==> src/rtl/dmem_arb_pkg.sv <==
// dmem_arb_pkg: shared owner type and the counter-width helper for the data-memory arbiter
package dmem_arb_pkg;
  typedef enum logic {OWN_CORE, OWN_DBG} owner_t;
  function automatic int cnt_w(input int n);
    return (n > 1) ? $clog2(n) : 1;
  endfunction
endpackage

==> src/rtl/dmem_arbiter_sat_counter.sv <==
// sat_counter: W-bit counter, clr has priority over inc, holds at MAX (ports: clk, rst active-low async, clr, inc, cnt)
module sat_counter #(
  parameter int W   = 3,
  parameter int MAX = 7
) (
  input  logic         clk,
  input  logic         rst,
  input  logic         clr,
  input  logic         inc,
  output logic [W-1:0] cnt
);
  always_ff @(posedge clk or negedge rst)
    if (!rst) cnt <= '0;
    else if (clr) cnt <= '0;
    else if (inc && cnt != W'(MAX)) cnt <= cnt + 1'b1;
endmodule

==> src/rtl/dmem_arbiter.sv <==
// dmem_arbiter: parks dmem on the core, grants bounded debug bursts with starvation protection (ports: core_*, dbg_*, mem_*, clk, rst active-low async)
module dmem_arbiter
  import dmem_arb_pkg::*;
#(
  parameter int DWIDTH       = 32,
  parameter int AWIDTH       = 32,
  parameter int MAX_BURST    = 8,
  parameter int STARVE_LIMIT = 4
) (
  input  logic              clk,
  input  logic              rst,
  input  logic              core_req,
  input  logic              core_we,
  input  logic [AWIDTH-1:0] core_addr,
  input  logic [DWIDTH-1:0] core_wdata,
  output logic [DWIDTH-1:0] core_rdata,
  output logic              core_stall,
  input  logic              dbg_req,
  input  logic              dbg_we,
  input  logic [AWIDTH-1:0] dbg_addr,
  input  logic [DWIDTH-1:0] dbg_wdata,
  input  logic              dbg_last,
  output logic              dbg_gnt,
  output logic [DWIDTH-1:0] dbg_rdata,
  output logic              dbg_rvalid,
  output logic [AWIDTH-1:0] mem_addr,
  output logic              mem_we,
  output logic [DWIDTH-1:0] mem_wdata,
  input  logic [DWIDTH-1:0] mem_rdata
);
  localparam int BW = cnt_w(MAX_BURST);
  localparam int SW = cnt_w(STARVE_LIMIT);
  owner_t owner, owner_nxt;
  logic [BW-1:0] beat_cnt;
  logic [SW-1:0] wait_cnt;
  logic is_dbg, beat, wait_done, burst_done, wait_inc, beat_inc;
  always_ff @(posedge clk or negedge rst)
    if (!rst) owner <= OWN_CORE;
    else owner <= owner_nxt;
  always_comb begin
    is_dbg     = owner == OWN_DBG;
    beat       = is_dbg & dbg_req;
    wait_done  = wait_cnt == SW'(STARVE_LIMIT - 1);
    burst_done = beat_cnt == BW'(MAX_BURST - 1);
    owner_nxt  = is_dbg ? ((!dbg_req || dbg_last || burst_done) ? OWN_CORE : OWN_DBG)
                        : ((dbg_req && (!core_req || wait_done)) ? OWN_DBG : OWN_CORE);
    // wait_cnt only advances while the core is actually blocking a debug request
    wait_inc   = !is_dbg & dbg_req & core_req & !wait_done;
    beat_inc   = beat & (owner_nxt == OWN_DBG);
  end
  sat_counter #(.W(SW), .MAX(STARVE_LIMIT - 1)) u_wait (
    .clk(clk), .rst(rst), .clr(!wait_inc), .inc(wait_inc), .cnt(wait_cnt)
  );
  sat_counter #(.W(BW), .MAX(MAX_BURST - 1)) u_beat (
    .clk(clk), .rst(rst), .clr(owner_nxt == OWN_CORE), .inc(beat_inc), .cnt(beat_cnt)
  );
  assign mem_addr   = is_dbg ? dbg_addr : core_addr;
  assign mem_wdata  = is_dbg ? dbg_wdata : core_wdata;
  assign mem_we     = is_dbg ? (dbg_req & dbg_we) : (core_req & core_we);
  assign core_rdata = mem_rdata;
  assign core_stall = is_dbg & core_req;
  assign dbg_gnt    = is_dbg;
  always_ff @(posedge clk or negedge rst)
    if (!rst) begin
      dbg_rvalid <= 1'b0;
      dbg_rdata  <= '0;
    end else begin
      dbg_rvalid <= beat & !dbg_we;
      if (beat && !dbg_we) dbg_rdata <= mem_rdata;
    end
endmodule

==> config.mk <==
export PLATFORM = sky130hd
export DESIGN_NAME = dmem_arbiter
export DESIGN_NICKNAME = d
export VERILOG_FILES = /design/src/rtl/dmem_arb_pkg.sv /design/src/rtl/dmem_arbiter_sat_counter.sv /design/src/rtl/dmem_arbiter.sv
export SDC_FILE = /design/constraint.sdc
export NUM_CORES = 1
export LEC_CHECK = 0
export ABC_CLOCK_PERIOD_IN_PS = 3400
export CORE_AREA = 5 5 113 115
export DETAILED_ROUTE_END_ITERATION = 8
export DIE_AREA = 0 0 118 120
export DONT_BUFFER_PORTS = 1
export GPL_TIMING_DRIVEN = 0
export PLACE_DENSITY_LB_ADDON = 0.3
export SYNTH_ARGS = -nofsm -noshare
export SYNTH_HDL_FRONTEND = slang
export SYNTH_SLANG_ARGS = --single-unit
==> constraint.sdc <==
create_clock -name clk -period 3.4 [get_ports clk]
set_clock_uncertainty 0.15 [all_clocks]
set_input_delay 0.34 -clock clk [delete_from_list [all_inputs] [get_ports clk]]
set_output_delay 0.34 -clock clk [all_outputs]
set_load 0.01 [all_outputs]
======== Word-level counts from Yosys, hierarchy flattened ========
Cells that the tools add are included.
operators by class
  $add $sub $neg .......................... 2
  $mul .................................... 0
  divide/modulo/power cells ............... 0
  magnitude comparators ................... 0
  eq/ne operators ......................... 6
  shifts and indexed selects .............. 0
  multiplexer cells ....................... 10
  bitwise gates (word level) .............. 9
  reductions and logical operators ........ 12
operators by type and width
  kind                 number
  $mux 32              2
  $and 1x1->1          9
  $mux 3               2
  $logic_not 1->1      5
  $logic_and 1x1->1    4
  $mux 1               4
  $mux 2               2
  $ne 2x2->1 const B   2
  $add 3x1->3 const B  1
  $eq 3x3->1 const B   1
  $logic_or 1x1->1     3
  $ne 3x3->1 const B   1
  $add 2x1->2 const B  1
  $eq 2x2->1 const B   1
  $ne 2x1->1 const B   1
storage, ports and cells
  register bits ........................... 39
  latch bits .............................. 0
  memory bits (writable) .................. 0
  bits in read-only memories .............. 0
  input bits .............................. 167
  output and inout port bits .............. 132
  memories ................................ 0

======== Logic depth before layout (Yosys ltp) ========
Gate-level depths: netlist of the first run.
  depth after elaboration ................. 9
  mapped depth ............................ 5
  gate-level depth less buffers ........... 5

======== By module ========
From an unflattened synthesis of the first run, not the netlist that was laid out.
unflattened totals
  cell total of the unflattened synthesis .. 213
  area total of the unflattened synthesis .. 2,772.7 sq um
by module, submodules not included
  module                times used  cells each  area each (sq um)  sequential area each (sq um)
  dmem_arbiter          1           188         2,464.9            850.8
  sat_counter (u_beat)  1           15          183.9              75.1
  sat_counter (u_wait)  1           10          123.9              50.0

======== Worst setup path before layout of the first run ========
No wires, ideal clock.
  path type ............................... flip-flop to output port
  start ................................... register owner, in the netlist dbg_gnt
  end ..................................... output mem_wdata[10]
  arrival time ............................ 1.172 ns
  required time ........................... 2.910 ns
  path slack .............................. 1.738 ns
  cell stages (with the launch flop) ...... 5
  buffers on the path ..................... 3
  cell sequence ........................... dfrtp_1 > buf_6 > buf_6 > buf_4 > mux2_2
between the ends
  cells in the longest elaborated chain, start to end .. 1
ends and longest elaborated chain
  item                    line                source
  from (decl)             dmem_arbiter.sv:33  owner_t owner, owner_nxt;
  from (signal assigned)  dmem_arbiter.sv:39  else owner <= owner_nxt;
  $mux 32                 dmem_arbiter.sv:58  assign mem_wdata = is_dbg ? dbg_wdata : core_wdata;
  to (decl)               dmem_arbiter.sv:28  output logic [DWIDTH-1:0] mem_wdata,
Every way passes these cells.

======== Final worst setup path of the first run ========
  start ................................... register owner, in the netlist dbg_gnt
  end ..................................... output mem_wdata[11]
The elaborated chain is that of the path after synthesis.

==> results of run 1 <==
power groups by stage:
stage,sequential [mW],clock [mW],combinational [mW]
6_report,0.697,0.540,0.402
5_1_grt,0.708,0.575,0.431
4_1_cts,0.700,0.561,0.410
3_5_place_dp,0.703,0,0.399
3_3_place_gp,0.707,0,0.393
2_1_floorplan,0.675,0,0.348
per-stage QoR:
step | total power [mW] | instance area (µm²) | hold slack [ps] | cells
final | 1.639 | 3059 | 54.85 | 362
after global routing | 1.715 | 3059 | 42.18 | 362
after CTS | 1.671 | 3059 | 45.08 | 362
after detailed placement | 1.102 | 2860 | -104.5 | 352
after global placement | 1.100 | 2860 | -104.2 | 352
after floorplan | 1.023 | 2676 | -105.6 | 205
cell usage in the layout (no fill, tap or decap):
cell type,netlist,final
mux2_2,67,67
dfrtp_1,39,39
buf_4,33,33
mux2_4,29,29
buf_6,5,5
buf_2,5,5
clkbuf_16,0,5
o21ai_0,4,4
nand3_1,3,3
nor3_1,3,3
ha_1,3,3
nand2b_1,2,2
inv_1,2,2
nor2b_1,2,2
a21oi_1,2,2
o211ai_1,1,1
nand2_1,1,1
and2_1,1,1
nand3b_4,1,1
a21boi_0,1,1
and3_1,1,1
clkinv_2,0,1
clkinv_4,0,1
bufinv_16,0,1
buf_12,0,1
dlygate4sd3_1,0,1
worst reg2reg max path, cell delays in order (launching register included):
cell and delay, ps:
dfrtp_1 450, buf_6 180, nand3b_4 160, buf_6 210
mux2_4 310
routing by layer:
layer  up-vias  GRT usage  routed length, µm
met3         8    0.05042                938
met4         0    0.03369                182
met2       146     0.1747               4257
li1        708          -                  -
met1       806     0.1147               2988
met5         -          0                  0
registers in the layout (all words and copies together), names as in the netlist:
name and cells:
dbg_rvalid 1, dbg_rdata 32, u_wait.cnt 2, u_beat.cnt 3
dbg_gnt 1
cell type report:
class                   instances  area (µm²)  area share
repair buffers                  2       30.03    0.009816
inverters                       2       7.507    0.002454
multi-input cells             121        1364      0.4458
clock buffers                   5       125.1     0.04090
clock inverters                 3       43.79     0.01431
flip-flops and latches         39       975.9      0.3190
well taps                     147       183.9     0.06012
plain buffers                  43       329.1      0.1076
how the worst min path moves through the flow:
stage / slack (ps) / to / startpoint
floorplan: -110 / dbg_gnt / rst
CTS: 50 / dbg_rdata[9] / mem_rdata[9]
global route: 40 / dbg_rdata[8] / mem_rdata[8]
global placement: -100 / dbg_rdata[24] / rst
finish: 50 / dbg_rdata[23] / mem_rdata[23]
detailed placement: -100 / dbg_rdata[24] / rst
logic make-up after synthesis:
kind of cell    Yosys count  share of synthesized area
mux                      96                     0.4446
buf+inv                  45                     0.1258
flops                    39                     0.3647
simple gates             14                    0.03413
compound gates            8                    0.01683
fa+ha+maj                 3                    0.01403
==> out/results.txt, run 1 <==
status: complete, no violations
worst hold path type: primary input to flop
Max Fclk: 463.2 MHz
area growth from synthesis to layout: 14.31%
Psw: 0.4882 mW
P_int: 1.151 mW
slowest CP cell: dfrtp_1
I/O pins: 299
hold path cells: 1
routed wire length: 8366 µm
clk_lat worst skew: 280 ps
All-Layer GR Usage: 0.1037
Max-slew headroom: 0.7191
top cells by area, synth: dfrtp_1, mux2_2, mux2_4
Setup crit end kind: primary output
Die X: 118 µm
share of cells above drive strength 1: 0.6930
LEAKAGE: 1.418 nW
family with the most delay on the worst path: buffers and inverters
initial cell density of the core: 0.2285
Max Fanout on Critical Path: 10
crit path kind: flop to primary output
worst setup margin: 1241 ps
top-count cell post-synth: mux2_2
Routed Antenna Nets: 0
post-CTS setup buffer count: 0
final setup fails: 0
CP Cell Sequence: buf_6 > buf_6 > buf_4 > mux2_2
vias after detailed routing: 1668
largest net degree at the start of global routing: 40
top cell type's share of synthesized area: 0.3647
P per Cell Area: 535.7 mW/mm²
final core utilization: 0.2612
CTS Buf Count: 5
end point of the critical path: mem_wdata[11]
Net Sw Frac: 0.2979
syn nets: 375
die height: 120 µm
die footprint: 0.01416 mm²
Max Slew Vio Count: 0
Setup TNS Final: 0 ps
Crit path largest cell delay: 450 ps
fillcell total: 1197
Rows: 40
vias in the first global route: 1817
final hold violation count: 0
count of cell types in the netlist: 20
clock root buffer: clkbuf_16
Peak VDD IR: 0.1761 mV
R2R Path End: dbg_rdata[28]
hpwl dp: 7165 µm
Pre-antenna DRT Iters: 4
Core Area: 0.01171 mm²
drt initial violations: 69
cts repair resizes: 0
Vias/cell: 4.608
clk buf depth: 2
Max Cap Viol: 0
Tcrit/Tclk final: 0.6350
Flop pwr share: 0.425
Worst-Margin Slew: 416.9 ps
Req. time, crit path: 2910 ps
initial antenna violation count: 0
Worst-path clk slew: 60 ps
drt drc: 0
nature of the critical path startpoint: flop
synth cell count leaders: mux2_2, dfrtp_1, buf_4
Post-Syn Area: 0.002676 mm²
post-layout min period: 2159 ps
n_diodes: 0
IO buf count: 0
RSZ-0062 raised after global routing: false
Yosys Warn Count: 0
R2R depth: 4
fin nets: 384
WL/cell: 23.11 µm
worst r2r src: dbg_gnt
main flop type after synthesis: dfrtp_1
crit path buf inv count: 3
Worst R2R Setup Slack: 1830 ps
EDFF count, synth: 0
WP depth: 4
CTS sink cnt: 39
post-synthesis cell count: 205
clock network power share: 0.330
CP dominant cell by count: buf_6
post-synthesis sequential area ratio: 0.3647
hold buffers post-CTS: 2
gpl congestion: 0.8450
register bit count reported by yosys: 39
WP data arrival: 1670 ps
grt ovf: 0
CP Launch Point: dbg_gnt
TritonCTS clock tree: yes
Mapped Avg Cell Area: 13.06 µm²
Post-synth ARST share: 1.000
H-tree lvl count: 2
area leader, netlist: dfrtp_1
pre-CTS setup slack: 1475 ps
Comb pwr share: 0.245
first-pass GRT wire length: 11420 µm
Power figures use the tool's default switching activity.
==> run 2: changes to the inputs <==
--- a/config.mk
+++ b/config.mk
@@ -5,7 +5,7 @@
 export SDC_FILE = /design/constraint.sdc
 export NUM_CORES = 1
 export LEC_CHECK = 0
-export ABC_CLOCK_PERIOD_IN_PS = 3400
+export ABC_CLOCK_PERIOD_IN_PS = 1700
 export CORE_AREA = 5 5 113 115
 export DETAILED_ROUTE_END_ITERATION = 8
 export DIE_AREA = 0 0 118 120
==> constraint.sdc (replaced) <==
create_clock -name clk -period 1.7 [get_ports clk]
set_clock_uncertainty 0.15 [all_clocks]
set_input_delay 0.17 -clock clk [delete_from_list [all_inputs] [get_ports clk]]
set_output_delay 0.17 -clock clk [all_outputs]
set_load 0.01 [all_outputs]
==> out/results.txt, run 2 (synthesized netlist as in run 1, its figures left out) <==
status: finished, violations left
failing checks: setup timing
R2R Path End: dbg_rdata[25]
vias in the first global route: 2082
Largest register FFs: 32
grt ovf: 0
nature of the critical path startpoint: flop
most frequent cells in the layout: mux2_4, dfrtp_1, buf_4, dlygate4sd3_1, buf_8
most common cell after layout, fill and taps aside: mux2_4
LEAKAGE: 1.980 nW
Setup crit end kind: primary output
Tcrit/Tclk final: 1.076
CP Launch Point: dbg_gnt
share of cells above drive strength 1: 0.6377
Max Cap Viol: 0
Max Fanout on Critical Path: 10
drt initial violations: 59
end point of the critical path: mem_addr[6]
worst r2r src: dbg_gnt
Most flops, register: dbg_rdata
Die X: 118 µm
fillcell total: 1128
gpl congestion: 0.8450
Final Power: 3.619 mW
Pre-antenna DRT Iters: 4
P per Cell Area: 893.9 mW/mm²
drt drc: 0
CTS sink cnt: 39
area growth from synthesis to layout: 51.29%
slowest CP cell: dfrtp_2
worst hold path type: primary input to flop
n_diodes: 0
clk_lat worst skew: 280 ps
Setup TNS Final: -6985 ps
routed wire length: 9620 µm
Max-slew headroom: 0.7827
Rows: 40
initial antenna violation count: 0
hpwl dp: 7165 µm
vias after detailed routing: 1901
H-tree lvl count: 2
Worst-Margin Slew: 324.5 ps
post-layout min period: 1830 ps
Routed Antenna Nets: 0
RSZ-0062 raised after global routing: true
clk buf depth: 2
Largest regs: dbg_rdata x32, u_beat.cnt x3, u_wait.cnt x2
crit path kind: flop to primary output
final hold violation count: 0
Req. time, crit path: 1380 ps
I/O pins: 299
IO buf count: 0
WL/cell: 23.35 µm
first-pass GRT wire length: 13540 µm
Worst-path clk slew: 60 ps
final setup fails: 64
Max Slew Vio Count: 0
die footprint: 0.01416 mm²
Worst R2R Setup Slack: 20 ps
initial cell density of the core: 0.2285
die height: 120 µm
R2R depth: 4
TritonCTS clock tree: yes
CP Cell Sequence: bufbuf_16 > buf_12 > mux2_4
CTS Buf Count: 5
largest net degree at the start of global routing: 40
WP data arrival: 1510 ps
worst setup margin: -129.8 ps
clock root buffer: clkbuf_16
All-Layer GR Usage: 0.1225
Peak VDD IR: 0.3870 mV
Crit path largest cell delay: 470 ps
Max Fclk: 546.5 MHz
fin nets: 434
Core Area: 0.01171 mm²
Vias/cell: 4.614
==> run 2: metal layers <==
layer,share of wire,global-route usage
met1,0.34,0.1301
met2,0.53,0.2153
met3,0.12,0.06503
met4,0.011,0.02652
met5,0,0
==> run 2: report_power, final <==
part	internal (mW)	total (mW)	switching (mW)
Sequential	1.13	1.40	0.262
Clock	0.692	1.08	0.384
Combinational	0.743	1.15	0.403
Total	2.57	3.62	1.05
==> run 2: per-stage QoR <==
stage	util	hold slack, ps	area, µm²	worst slack (ps)	instances
4_1_cts	0.3390	53.10	3970	-181.2	409
6_report	0.3457	51.48	4049	-129.8	412
3_5_place_dp	0.2442	-274.5	2860	-54.60	352
3_3_place_gp	0.2442	-274.2	2860	-30.62	352
5_1_grt	0.3457	72.42	4049	-173.6	412
2_1_floorplan	-	-275.6	2676	208.2	205
==> run 2: timing repair <==
item	in CTS	in global routing
gates resized for setup	100	14
pin swaps	2	2
setup buffers	7	3
hold buffers	36	0
endpoints found under the setup margin	66	99
cloned	6	0
hold endpoints to repair	76	0
==> run 2: how the worst min path moves through the flow <==
stage	from	slack, ps	to	cells after the start
final	dbg_last	50	dbg_gnt	3
after global routing	dbg_req	70	u_beat.cnt[1]	3
after CTS	dbg_req	50	u_beat.cnt[2]	3
after detailed placement	rst	-270	dbg_rdata[24]	0
after global placement	rst	-270	dbg_rdata[24]	0
after floorplan	rst	-280	dbg_gnt	0
==> run 2: cell type report <==
class | count | area [µm²] | area share
plain buffers | 43 | 435.4 | 0.1075
clock buffers | 5 | 125.1 | 0.03090
clock inverters | 3 | 43.79 | 0.01082
inverters | 2 | 7.507 | 0.001854
multi-input cells | 121 | 1623 | 0.4008
flip-flops and latches | 39 | 977.2 | 0.2413
well taps | 147 | 183.9 | 0.04543
repair buffers | 52 | 653.1 | 0.1613
==> run 2: critical path: cells and delay by family (launching register included) <==
kind	cells	cell delay (ps)
muxes	1	320
buffers and inverters	2	440
DFF	1	470
